### src/rtl/bcd_display_shifter.sv
// Snapshots a BCD time frame, encodes each digit to 7-segment+DP and shifts it
// MSB-first into an external 74HC595-style chain, then strobes the storage latch.
module bcd_display_shifter #(
    parameter int NUM_DIGITS = 6,
    parameter int CLK_DIV    = 4
) (
    input  logic                    clk,
    input  logic                    reset_n,
    input  logic                    refresh,
    input  logic [4*NUM_DIGITS-1:0] digits,
    input  logic [NUM_DIGITS-1:0]   dp_mask,
    output logic                    sclk,
    output logic                    sdata,
    output logic                    latch,
    output logic                    busy,
    output logic                    done
);

    localparam int FRAME_BITS = 8 * NUM_DIGITS;
    localparam int BIT_W      = $clog2(FRAME_BITS);
    localparam int DIV_W      = (CLK_DIV > 1) ? $clog2(CLK_DIV + 1) : 1;

    localparam logic [BIT_W-1:0] BIT_LAST = BIT_W'(FRAME_BITS - 1);
    localparam logic [DIV_W-1:0] DIV_LAST = DIV_W'(CLK_DIV - 1);

    typedef enum logic [1:0] {
        IDLE,
        SHIFT,
        LATCH,
        DONE
    } state_t;

    state_t state, state_next;

    logic [4*NUM_DIGITS-1:0] snap_digits;
    logic [NUM_DIGITS-1:0]   snap_dp;
    logic [BIT_W-1:0]        bit_idx;
    logic [DIV_W-1:0]        div_cnt;
    logic [FRAME_BITS-1:0]   frame;
    logic [FRAME_BITS-1:0]   serial;   // serial[k] is the k-th bit on the wire
    logic                    bit_last;
    logic                    div_last;

    function automatic logic [6:0] seg_encode(input logic [3:0] bcd);
        case (bcd)
            4'd0:    seg_encode = 7'h3F;
            4'd1:    seg_encode = 7'h06;
            4'd2:    seg_encode = 7'h5B;
            4'd3:    seg_encode = 7'h4F;
            4'd4:    seg_encode = 7'h66;
            4'd5:    seg_encode = 7'h6D;
            4'd6:    seg_encode = 7'h7D;
            4'd7:    seg_encode = 7'h07;
            4'd8:    seg_encode = 7'h7F;
            4'd9:    seg_encode = 7'h6F;
            default: seg_encode = 7'h00;
        endcase
    endfunction

    always_comb begin
        frame  = '0;
        serial = '0;
        for (int i = 0; i < NUM_DIGITS; i++) begin
            frame[8*i +: 8] = {snap_dp[i], seg_encode(snap_digits[4*i +: 4])};
        end
        for (int k = 0; k < FRAME_BITS; k++) begin
            serial[k] = frame[FRAME_BITS-1-k];
        end
    end

    assign bit_last = (bit_idx == BIT_LAST);
    assign div_last = (div_cnt == DIV_LAST);

    // NOTE: sequential state uses non-blocking assignments so every flop
    // samples pre-edge values regardless of process ordering.
    always_ff @(posedge clk or negedge reset_n) begin
        if (!reset_n) state <= IDLE;
        else          state <= state_next;
    end

    // NOTE: state_next gets its default before the case so no path leaves it
    // unassigned, which would otherwise infer a latch.
    always_comb begin
        state_next = state;
        case (state)
            IDLE:    if (refresh) state_next = SHIFT;
            SHIFT:   if (div_last && sclk && bit_last) state_next = LATCH;
            LATCH:   if (div_last) state_next = DONE;
            DONE:    state_next = refresh ? SHIFT : IDLE;
            default: state_next = IDLE;
        endcase
    end

    // Outputs are registered from state_next so they line up with the state.
    always_ff @(posedge clk or negedge reset_n) begin
        if (!reset_n) begin
            sclk        <= 1'b0;
            sdata       <= 1'b0;
            latch       <= 1'b0;
            busy        <= 1'b0;
            done        <= 1'b0;
            snap_digits <= '0;
            snap_dp     <= '0;
            bit_idx     <= '0;
            div_cnt     <= '0;
        end else begin
            busy  <= (state_next == SHIFT) || (state_next == LATCH);
            latch <= (state_next == LATCH);
            done  <= (state_next == DONE);
            case (state)
                IDLE, DONE: begin
                    if (refresh) begin
                        snap_digits <= digits;
                        snap_dp     <= dp_mask;
                        bit_idx     <= '0;
                        div_cnt     <= '0;
                        sclk        <= 1'b0;
                        // First wire bit is the leftmost digit's DP.
                        sdata       <= dp_mask[NUM_DIGITS-1];
                    end
                end
                SHIFT: begin
                    if (div_last) begin
                        div_cnt <= '0;
                        if (sclk) begin
                            sclk <= 1'b0;
                            if (!bit_last) begin
                                bit_idx <= bit_idx + 1'b1;
                                sdata   <= serial[bit_idx + 1'b1];
                            end
                        end else begin
                            sclk <= 1'b1;
                        end
                    end else begin
                        div_cnt <= div_cnt + 1'b1;
                    end
                end
                LATCH: begin
                    div_cnt <= div_last ? '0 : div_cnt + 1'b1;
                end
                default: ;
            endcase
        end
    end

endmodule

### config.mk
export PLATFORM = sky130hd
export DESIGN_NAME = bcd_display_shifter
export DESIGN_NICKNAME = d
export VERILOG_FILES = /design/src/rtl/bcd_display_shifter.sv
export SDC_FILE = /design/constraint.sdc
export NUM_CORES = 1
export LEC_CHECK = 0
export BUFFER_PORTS_ARGS = -buffer_cell sky130_fd_sc_hd__buf_4
export CAP_MARGIN = 20
export CORE_UTILIZATION = 50
export DETAILED_ROUTE_END_ITERATION = 7
export HOLD_SLACK_MARGIN = 0.15
export PLACE_DENSITY = 0.73
export RECOVER_POWER = 50
export SYNTH_ARGS = -nofsm -noshare
export SYNTH_HDL_FRONTEND = slang
export SYNTH_SLANG_ARGS = --single-unit
### constraint.sdc
create_clock -name clk -period 4.4 [get_ports clk]
set_input_delay 0.88 -clock clk [delete_from_list [all_inputs] [get_ports clk]]
set_output_delay 0.88 -clock clk [all_outputs]
set_load 0.02 [all_outputs]
# --- After elaboration in Yosys (flattened, before gate mapping) ---
# Memory sizes are Yosys's and may differ from the RTL's.
# Cells that the tools add are included.
totals:
  regBits: 46
  romBits: 672
  out_inout_bits: 5
  word_cells: 65
  memories: 6
mem_list:
  columns: ["name", "depth", "width", "read_ports", "rd_clocked_by_memory_dff", "wr", "line", "rtl"]
  rows:
  - ["(name not given)", 16, 7, 1, 0, 0, "45", "case (bcd)"]
  - ["(name not given)", 16, 7, 1, 0, 0, "45", null]
  - ["(name not given)", 16, 7, 1, 0, 0, "45", null]
  - ["(name not given)", 16, 7, 1, 0, 0, "45", null]
  - ["(name not given)", 16, 7, 1, 0, 0, "45", null]
  - ["(name not given)", 16, 7, 1, 0, 0, "45", null]
classes:
  add_sub_neg: 2
  order_cmp: 1
  n_eq_ne: 12
  mux: 24
  reduce_logical: 10
ops:
  columns: ["operator", "count"]
  rows:
  - ["2-to-1 mux 6 bit", 4]
  - ["one-hot mux 6 bit (2 select lines)", 1]
  - ["2-to-1 mux 1 bit", 9]
  - ["equality test 2 bit (second input constant)", 4]
  - ["!= test 2 bit (second input constant)", 4]
  - ["one-hot mux 2 bit (4 select lines)", 1]
  - ["less-than comparator 6 x 7 -> 1 bit (second input constant)", 1]
  - ["adder 6 x 1 -> 6 bit (second input constant)", 1]
  - ["binary-select mux 1 bit (select 6 bit)", 1]
  - ["equality test 6 bit (second input constant)", 1]
  - ["2-to-1 mux 2 bit", 3]
  - ["2-to-1 mux 3 bit", 2]
  - ["one-hot mux 3 bit (2 select lines)", 1]
  - ["AND reduction 5 bit", 1]
  - ["equality test 2 x 1 -> 1 bit (second input constant)", 2]
  - ["one-hot mux 1 bit (2 select lines)", 2]
  - ["OR reduction 2 bit", 2]
  - ["adder 3 x 1 -> 3 bit (second input constant)", 1]
  - ["equality test 3 x 2 -> 1 bit (second input constant)", 1]
  - ["AND reduction 3 bit", 1]
  - ["logical AND 1 bit", 2]
  - ["zero test 2 bit", 1]
  - ["AND reduction 2 bit", 1]
  - ["nonzero test 2 bit", 1]
  - ["logical OR 1 bit", 1]

# --- Depth between registers and ports, before layout ---
# Gate-level depths: netlist of the first run.
depth:
  ltp_word: 7
  depth_mapped: 9
  mapped_depth_nobuf: 9

# --- Worst setup path before layout of the first run ---
# Ideal clock, no wire load.
synth_path:
  path_type: "register to register"
  start: "register snap_digits[5]"
  end: "register sdata"
  t_arrival_ns: 1.949
  slack_ns: 2.321
  path_stages_with_launch: 10
  n_path_buf: 0
  synth_period_minus_slack_ns: 2.079
  path_cell_list: "dfrtp_1 -> inv_1 -> ha_1 -> and2b_1 -> a21oi_1 -> a2111oi_1 -> a311oi_1 -> o211a_1 -> a311oi_1 -> a21oi_1"
synth_between:
  elab_chain_cells: 7
synth_rtl:
  columns: ["item", "line", "rtl"]
  rows:
  - ["from (decl)", "35", "logic [4*NUM_DIGITS-1:0] snap_digits;"]
  - ["from (signal assigned)", "113", "snap_digits <= digits;"]
  - ["memory read (16 x 7 bit)", null, null]
  - ["binary-select mux 1 bit (select 6 bit)", "129", "sdata <= serial[bit_idx + 1'b1];"]
  - ["2-to-1 mux 1 bit (implied by the code)", "129", null]
  - ["2-to-1 mux 1 bit", "127", "if (!bit_last) begin"]
  - ["2-to-1 mux 1 bit", "125", "if (sclk) begin"]
  - ["2-to-1 mux 1 bit", "123", "if (div_last) begin"]
  - ["one-hot mux 1 bit (2 select lines)", "110", "case (state)"]
  - ["to (signal assigned)", "119", "sdata <= dp_mask[NUM_DIGITS-1];"]
  - ["to (signal assigned)", "129", null]
  - ["to (decl)", "13", "output logic sdata,"]
# No other way between the ends. The select of a mux whose other input is x is not followed.
# A chain may end at the register's enable or synchronous reset.

==> impl_metrics.yaml, run 1 <==
clock_tree:
  clock_path_buffers: 2
  clk_pin_slew_ps: 90
  htreeDepth: 2
  worstSkewPairLatency_ps: 310
  postCtsResizedCells: 0
  numClockSinks: 46
  cts_buffers: 5
  post_cts_buffers: 0
  ctsHoldBuffers: 0
  cts_tree: "built"
  ctsRootBufferMaster: "clkbuf_8"
synthesis:
  ys_types: 60
  syn_avg_cell_area_um2: 9.03
  synth_top_family_by_area: "compound AO/OA/AOI/OAI gates"
  ys.flop_type: "dfrtp_1"
  ys_seq_area_frac: 0.326
  ys_seq_elements: 46
  synthAdderAreaFrac: 0.149
  muxShareOfSynthArea: 0.0609
  syn-cell-area_um2: 3530
  synth-compound-area-share: 0.209
  ys_async_sr_fraction: 1.00
  syn_nets: 466
  synthSimpleGateAreaFrac: 0.140
  yosysWarnings: 0
  synth_xor_area_frac: 0.0322
  synth_edf_count: 0
  synth_cells: 391
die:
  die_h_um: 86.0
  dieArea_um2: 7400
  start_util: 0.520
  core_um2: 6790
  die_x_um: 86.0
  io_pins: 38
  rows: 30
grt:
  use_met1: 0.287
  gr-usage-met3: 0.0298
  grt_start_max_net_pins: 54
  grt_util_met2: 0.348
  grt_pass1_wl_um: 12500
  antenna_found_initial: 0
  grt_usage: 0.210
  grt_busiest_layer: "met2"
  overflow: 0
  grt_pass1_vias: 2729
hold_path:
  hp-class: "reg -> reg"
  min_from: "div_cnt[1]"
place:
  dp_hpwl_um: 5000
  place_area_um2: 3770
  port_buffers: 37
  gp_congestion: 0.819
detailed_routing:
  wl_um: 7120
  drtPass1Iterations: 4
  remaining_drc_errors: 0
  drt_iter0_drc: 188
  wl_per_cell_um: 13.9
  vias: 2782
  drt-vias-per-instance: 5.44
  drtAntennaViolNets: 0
timing:
  slew_viol_final: 47
  worst_pin_slew_ps: 2490
  finalHoldViolCount: 0
  maxSlewHeadroom: -0.659
  period_share: 0.622
  fin_worst_skew_ps: 6.22
  fmax_mhz: 366
  rsz0062_at_grt: "no"
  tns_ps: 0
  fin_crit_ps: 2740
  setup_violations: 0
final_layout:
  synthToLayoutAreaGrowth_pct: 10.6
  n_fill_cell: 636
  diodes: 0
  layout_common_cells: "46 x dfrtp_1, 45 x nand2_1, 42 x ha_1"
  layout_commonest_cell: "dfrtp_1"
  finalInstanceArea_um2: 3910
  drive_gt1_frac: 0.159
  final_nets: 489
power_and_ir_drop:
  vdd_drop_max_mv: 0.282
  powerDensity_nw_per_um2: 663
  leakage_nw: 1.78
run_status:
  outcome: "finished, violations left"
  violations: "capacitance limit, slew limit"
worst_setup_path:
  cp.required_ps: 4310
  slowest_stage: "clkbuf_1"
  startpoint_type: "input pin"
  critPathMaxStageDelay_ps: 1740
  path_class: "in -> async"
  critical_path.top_delay_family: "buffers and inverters"
  cp.arrival_ps: 2640
  cp-end-kind: "asynchronous set/reset pin"
  crit_path_max_fanout: 46
  worst-path-buf-inv: 1
  r2r-start: "bit_idx[0]"
  worstSetupStartpoint: "reset_n"
  path_cells: "clkbuf_1"
flow_run:
  drv_cap: 1
stage by stage:
step | worst slack, ps | cells | util | power (mW) | hold WS, ps
finish | 1660 | 511 | 0.575 | 2.59 | 506
floorplan | 2320 | 391 | - | 2.01 | 467
global placement | 1770 | 502 | 0.555 | 2.20 | 484
detailed placement | 1680 | 502 | 0.555 | 2.24 | 491
CTS | 1660 | 510 | 0.571 | 2.58 | 511
global route | 1070 | 511 | 0.575 | 2.85 | 537
metal layers:
metal	share of wire	wire, µm
met5	0	0
met1	0.48	3450
met3	0.022	158
met2	0.48	3400
met4	0.015	108
state kept, by name (all words and copies together), names as in the netlist:
register and flops:
bit_idx 6, div_cnt 3, latch 1, snap_digits 24, state 2, sclk 1, busy 1, done 1
snap_dp 6, sdata 1
path summary, 6_finish.rpt:
| check | slack [ps] | to | cells past startpoint |
|---|---|---|---|
| max | 1660 | snap_digits[5] | 1 |
| min | 510 | div_cnt[1] | 1 |
| max reg2reg | 1660 | busy | 9 |
| min reg2reg | 510 | div_cnt[1] | 1 |
| max in group clk | 1670 | busy | 9 |
| min in group asynchronous | 1340 | div_cnt[0] | 1 |
area by class of cell:
cell class / instances / area (µm²) / share of cell area
well taps: 96 / 120 / 0.0307
flip-flops and latches: 46 / 1150 / 0.295
clock inverters: 3 / 45.0 / 0.0115
multi-input cells: 290 / 2090 / 0.536
inverters: 32 / 120 / 0.0307
repair buffers: 39 / 309 / 0.0791
clock buffers: 5 / 68.8 / 0.0176
where the power goes:
| group | switching [mW] | internal (mW) | leakage, nW |
|---|---|---|---|
| Sequential | 0.221 | 0.596 | 0.576 |
| Clock | 0.157 | 0.169 | 0.0504 |
| Combinational | 0.817 | 0.629 | 1.15 |
kinds of logic (layout without fill, tap and decap cells):
logic type,count (synthesis),in the layout
adders and majority gates,42,42
xor gates and xnor gates,10,10
AOI/OAI and AO/OA,113,113
muxes,20,20
buffers and inverters,55,79
DFF,46,46
and+or+nand+nor,105,105
Yosys cell counts, types with 5 or more instances:
library cell	n	share of area
nand2_1	45	0.048
o211ai_1	5	0.011
o22ai_1	5	0.0089
o21ai_0	41	0.058
mux2i_1	8	0.023
nor3_1	7	0.0099
a21oi_1	16	0.023
clkbuf_1	8	0.0085
xnor2_1	7	0.017
dfrtp_1	46	0.33
mux2_2	11	0.035
inv_1	29	0.031
a311oi_1	5	0.012
buf_2	6	0.0085
nor2_1	20	0.021
nand2b_1	6	0.011
ha_1	42	0.15
nor2b_1	11	0.019
worst reg2reg max path: stages (launching register included):
cell and delay [ps]:
dfrtp_1 330, buf_4 380, ha_1 360, nand3_1 160, nor3b_1 330, and3_1 220, o21bai_1 70, a221oi_1 460
ha_1 320, inv_1 50
No activity file was read; power rests on OpenSTA's default activity.
==> run 2, diff against run 1 <==
--- a/config.mk
+++ b/config.mk
@@ -5,12 +5,13 @@
 export SDC_FILE = /design/constraint.sdc
 export NUM_CORES = 1
 export LEC_CHECK = 0
+export ABC_AREA = 1
 export BUFFER_PORTS_ARGS = -buffer_cell sky130_fd_sc_hd__buf_4
 export CAP_MARGIN = 20
 export CORE_UTILIZATION = 50
 export DETAILED_ROUTE_END_ITERATION = 7
 export HOLD_SLACK_MARGIN = 0.15
-export PLACE_DENSITY = 0.73
+export PLACE_DENSITY = 0.75
 export RECOVER_POWER = 50
 export SYNTH_ARGS = -nofsm -noshare
 export SYNTH_HDL_FRONTEND = slang
==> constraint.sdc (replaced) <==
create_clock -name clk -period 2.4 [get_ports clk]
set_input_delay 0.48 -clock clk [delete_from_list [all_inputs] [get_ports clk]]
set_output_delay 0.48 -clock clk [all_outputs]
set_load 0.02 [all_outputs]
==> run 2 against run 1 <==
  * The run now ends clean
  * Die area is 2.9% lower
  * Critical endpoint is now busy
  * Combinational power increased by 100%
  * First-iteration DRC count down 15%
  * Sequential share of layout area rose by 0.11 points
  * Flip-flop and latch count is the same
  * Setup slack got worse by 1200 ps
  * Total power up 99%
  * Utilization up 2.4 points
  * Register-to-register slack worse by 1200 ps
  * Sequential power up 76%
==> impl_metrics.yaml, run 2 <==
hold_path:
  hp-class: "in -> reg"
power_and_ir_drop:
  vdd_drop_max_mv: 0.546
  leakage_nw: 2.09
  power.total_mw: 5.14
  powerDensity_nw_per_um2: 1320
timing:
  setup_ws_ps: 455
  period_share: 0.810
  fmax_mhz: 514
  finalHoldViolCount: 0
  maxSlewHeadroom: 0.218
  worst_pin_slew_ps: 1170
  fin_worst_skew_ps: 6.83
  setup_violations: 0
  whs_ps: 372
  tns_ps: 0
  slew_viol_final: 0
  fin_crit_ps: 1950
  rsz0062_at_grt: "no"
clock_tree:
  ctsRootBufferMaster: "clkbuf_8"
  worstSkewPairLatency_ps: 310
  numClockSinks: 46
  postCtsResizedCells: 0
  cts_tree: "built"
  clock_path_buffers: 2
  cts_buffers: 5
  post_cts_buffers: 0
  htreeDepth: 2
  clk_pin_slew_ps: 100
  ctsHoldBuffers: 0
worst_setup_path:
  critPathMaxStageDelay_ps: 380
  cp.required_ps: 2650
  path_class: "reg -> reg"
  path_cells: "ha_1, nand3_1, nor3_1, inv_1, nor3_1, o21ai_0, a22oi_1, ha_1, inv_1"
  slowest_stage: "dfrtp_1"
  crit_path_max_fanout: 3
  startpoint_type: "flop"
  critical_path.top_delay_family: "simple AND/OR/NAND/NOR gates"
  worst-path-buf-inv: 2
  cp-end-kind: "flop"
  cp.arrival_ps: 2200
synthesis:
  yosysMostFrequentCell: "nand2_1"
  synth_edf_count: 0
  synthTopCellsByArea: "dfrtp_1 34%, nand2_1 16%, ha_1 15%"
  synth_top_cells_by_count: "143 x nand2_1, 67 x inv_1, 51 x nand3_1"
  syn_nets: 560
  yosysTopAreaCellShare: 0.336
  ys_seq_elements: 46
  ys_async_sr_fraction: 1.00
  ys_seq_area_frac: 0.336
  syn-cell-area_um2: 3430
  syn_avg_cell_area_um2: 7.07
  synth_cells: 485
  ys.flop_type: "dfrtp_1"
  yosysWarnings: 0
  synth_top_cell_by_area: "dfrtp_1"
  ys_types: 31
die:
  start_util: 0.528
  core_um2: 6490
  io_pins: 38
  die_x_um: 84.8
  dieArea_um2: 7190
  rows: 29
  die_h_um: 84.8
grt:
  grt_pass1_vias: 2922
  antenna_found_initial: 0
  grt_pass1_wl_um: 12400
  overflow: 0
  grt_usage: 0.212
  grt_start_max_net_pins: 62
final_layout:
  top_regs: "snap_digits (24), bit_idx (6), snap_dp (6)"
  largest_reg_flops: 24
  utilization: 0.599
  n_fill_cell: 605
  seq_area_um2: 1150
  final_nets: 595
  layout_common_cells: "143 x nand2_1, 67 x inv_1, 51 x nand3_1"
  multi_input_area_um2: 1930
  diodes: 0
  layout_commonest_cell: "nand2_1"
  top_register: "snap_digits"
  synthToLayoutAreaGrowth_pct: 13.5
  drive_gt1_frac: 0.113
place:
  gp_congestion: 0.856
  port_buffers: 37
  dp_hpwl_um: 4900
  pre_cts_slack_ps: 457
detailed_routing:
  wl_per_cell_um: 11.5
  remaining_drc_errors: 0
  drtAntennaViolNets: 0
  drt-vias-per-instance: 5.10
  wl_um: 6860
  drtPass1Iterations: 6
  vias: 3048
  drt_iter0_drc: 160
flow_run:
  drv_cap: 0
run_status:
  outcome: "completed"
-- run 2: cell types whose count changed in the layout (fill, tap and decap cells not counted), moves of 10 or more --
cell,delta
mux2_2,-11
inv_1,+38
nor2b_1,-10
nand3_1,+47
nor2_1,+12
nand2_1,+98
-- run 2: metal layers --
metal  track usage  vias up  share of wire
met5             0        -              0
met4        0.0616        0          0.012
met3        0.0324        8          0.030
met2         0.373       46           0.48
met1         0.270     1389           0.48
li1              -     1605              -
-- run 2: cell type report --
class / instances / area share
Multi-Input combinational cell: 355 / 0.497
Sequential cell: 46 / 0.296
Timing Repair Buffer: 42 / 0.0785
Clock buffer: 6 / 0.0212
Clock inverter: 2 / 0.0154
Tap cell: 77 / 0.0248
Inverter: 70 / 0.0675
-- run 2: final timing paths --
check	from	to	slack, ps	depth (start not counted)
min reg2reg	div_cnt[1]	div_cnt[1]	510	1
max in group asynchronous	reset_n	snap_dp[0]	1300	1
min in group asynchronous	reset_n	snap_digits[3]	400	1
max reg2reg	bit_idx[1]	busy	450	9
min	digits[23]	snap_digits[23]	370	3
max	bit_idx[1]	busy	450	9
-- run 2: worst register-to-register path, delay by kind of cell, from the launching register on --
kind	cells	cell delay [ps]
compound gates	2	390
fa+ha+maj	2	480
buf+inv	2	140
flops	1	380
simple gates	3	500
-- run 2: report_power, final --
group / switching [mW] / total (mW) / internal [mW]
Clock: 0.286 / 0.730 / 0.445
Combinational: 1.88 / 2.97 / 1.09
Sequential: 0.315 / 1.44 / 1.12
Total: 2.48 / 5.14 / 2.66
-- run 2: kinds of logic (layout without fill, tap and decap cells) --
logic type / after synthesis / after routing / synth area share
buf+inv: 84 / 120 / 0.100
fa+ha+maj: 42 / 42 / 0.153
compound gates: 72 / 72 / 0.114
flops: 46 / 46 / 0.336
xor+xnor: 4 / 4 / 0.0102
simple gates: 237 / 237 / 0.287
-- run 2: per-stage QoR --
stage                     instances  cell area [µm²]
after global routing            598             3890
after floorplan                 485             3430
after global placement          590             3760
after CTS                       598             3900
after detailed placement        590             3760
final                           598             3890
==> run 3, diff against run 2 <==
==> constraint.sdc (replaced) <==
create_clock -name clk -period 1.75 [get_ports clk]
set_input_delay 0.35 -clock clk [delete_from_list [all_inputs] [get_ports clk]]
set_output_delay 0.35 -clock clk [all_outputs]
set_load 0.02 [all_outputs]
==> run 3 against run 2 <==
  * The run now ends with setup timing left
  * Clock power shrank 11%
  * First-iteration DRC count grew 23%
  * Clock-buffer cell count shrank 1
  * Die area is the same
  * Sequential power grew 35%
  * Total power grew 54%
  * Worst hold slack lost 130 ps
  * Register-to-register slack lost 550 ps
  * Via count grew 6.8%
  * Critical path type unchanged
  * Critical endpoint unchanged
  * Largest cell class unchanged
  * Largest power group unchanged
==> impl_metrics.yaml, run 3 (synthesis results as in run 2) <==
run_status:
  outcome: "finished, violations left"
  violations: "setup timing"
grt:
  grt_usage: 0.225
  use_met1: 0.273
  overflow: 0
  grt_busiest_layer: "met2"
  grt_util_met2: 0.414
  grt_pass1_wl_um: 13200
  antenna_found_initial: 0
  grt_pass1_vias: 3101
  gr-usage-met3: 0.0305
  grt_start_max_net_pins: 62
clock_tree:
  worstSkewPairLatency_ps: 300
  ctsRootBufferMaster: "clkbuf_8"
  clk_pin_slew_ps: 90
  cts_tree: "built"
  htreeDepth: 2
  numClockSinks: 46
  cts_buffers: 5
  clock_path_buffers: 2
detailed_routing:
  drt-vias-per-instance: 5.09
  drtAntennaViolNets: 0
  wl_per_cell_um: 12.5
  vias: 3255
  wl_um: 7990
  drt_iter0_drc: 196
  drtPass1Iterations: 6
  remaining_drc_errors: 0
die:
  dieArea_um2: 7190
  die_x_um: 84.8
  die_h_um: 84.8
  start_util: 0.528
  core_um2: 6490
  io_pins: 38
  rows: 29
hold_path:
  hp-class: "in -> reg"
final_layout:
  largest_reg_flops: 24
  top_regs: "snap_digits (24), bit_idx (6), snap_dp (6)"
  diodes: 0
  top_register: "snap_digits"
  layout_common_cells: "142 x nand2_1, 79 x buf_4, 56 x inv_1"
  final_nets: 637
  utilization: 0.668
  finalInstanceArea_um2: 4340
  drive_gt1_frac: 0.237
  finalNonFillerCells: 639
  synthToLayoutAreaGrowth_pct: 26.7
  layout_commonest_cell: "nand2_1"
worst_setup_path:
  crit_path_max_fanout: 4
  path_class: "reg -> reg"
  cp.arrival_ps: 2050
  startpoint_type: "flop"
  cp-end-kind: "flop"
  cp.required_ps: 1960
timing:
  fmax_mhz: 542
  maxSlewHeadroom: 0.284
  fin_worst_skew_ps: 6.28
  slew_viol_final: 0
  whs_ps: 246
  setup_ws_ps: -93.7
  period_share: 1.05
  setup_violations: 2
  finalHoldViolCount: 0
  rsz0062_at_grt: "yes"
  worst_pin_slew_ps: 1070
  fin_crit_ps: 1840
power_and_ir_drop:
  vdd_drop_max_mv: 0.865
  leakage_nw: 2.30
  power.total_mw: 7.93
  powerDensity_nw_per_um2: 1830
place:
  gp_congestion: 0.884
  place_area_um2: 3970
  place_inst: 615
  dp_hpwl_um: 5320
  port_buffers: 37
flow_run:
  drv_cap: 0
==> run 3: per-layer routing <==
metal | share of wire | routed length, µm
met5 | 0 | 0
met4 | 0.016 | 125
met3 | 0.025 | 199
met2 | 0.50 | 4000
met1 | 0.46 | 3670
==> run 3: layout make-up <==
type	instances	area (µm²)
Clock buffer	5	68.8
Clock inverter	2	10.0
Fill cell	544	2150
Inverter	70	270
Multi-Input combinational cell	355	2080
Sequential cell	46	1150
Tap cell	77	96.3
Timing Repair Buffer	84	659
==> run 3: timing repair <==
action,4_1_cts,5_1_grt
buffers inserted,3,13
setup endpoints to repair,9,11
hold buffers,1,0
gates resized for setup,7,37
endpoints found under the hold margin,46,0
gates cloned,0,0
pin swaps,1,13
==> run 3: path summary, 6_finish.rpt <==
| kind | slack, ps | endpoint | start | cells after the start |
|---|---|---|---|---|
| setup / recovery | -90 | busy | div_cnt[0] | 9 |
| hold / removal | 250 | snap_dp[0] | dp_mask[0] | 3 |
| setup reg to reg | -90 | busy | div_cnt[0] | 9 |
| hold reg to reg | 520 | div_cnt[1] | div_cnt[1] | 1 |
| max in group asynchronous | 320 | div_cnt[2] | reset_n | 2 |
| min in group asynchronous | 780 | snap_digits[16] | reset_n | 2 |
==> run 3: metrics by stage <==
stage,setup slack [ps],setup TNS [ps]
global placement,-1.99,-1.99
finish,-93.7,-107
CTS,-1.32,-1.32
floorplan,22.0,0
detailed placement,-94.7,-98.8
global route,-208,-701
==> run 3: power by group <==
group	leakage (nW)	switching [mW]	internal, mW
registers	0.575	0.408	1.54
clock network	0.0438	0.380	0.269
logic	1.68	3.02	2.31
total	2.30	3.81	4.12
==> run 3: critical path, cell delays in order, from the launching register on <==
cell and delay, ps:
dfrtp_1 410, ha_1 230, nand2_1 180, nor3_2 80, nor2_1 130, nand2_1 90
a32oi_2 230, inv_1 80, ha_1 280, inv_1 30
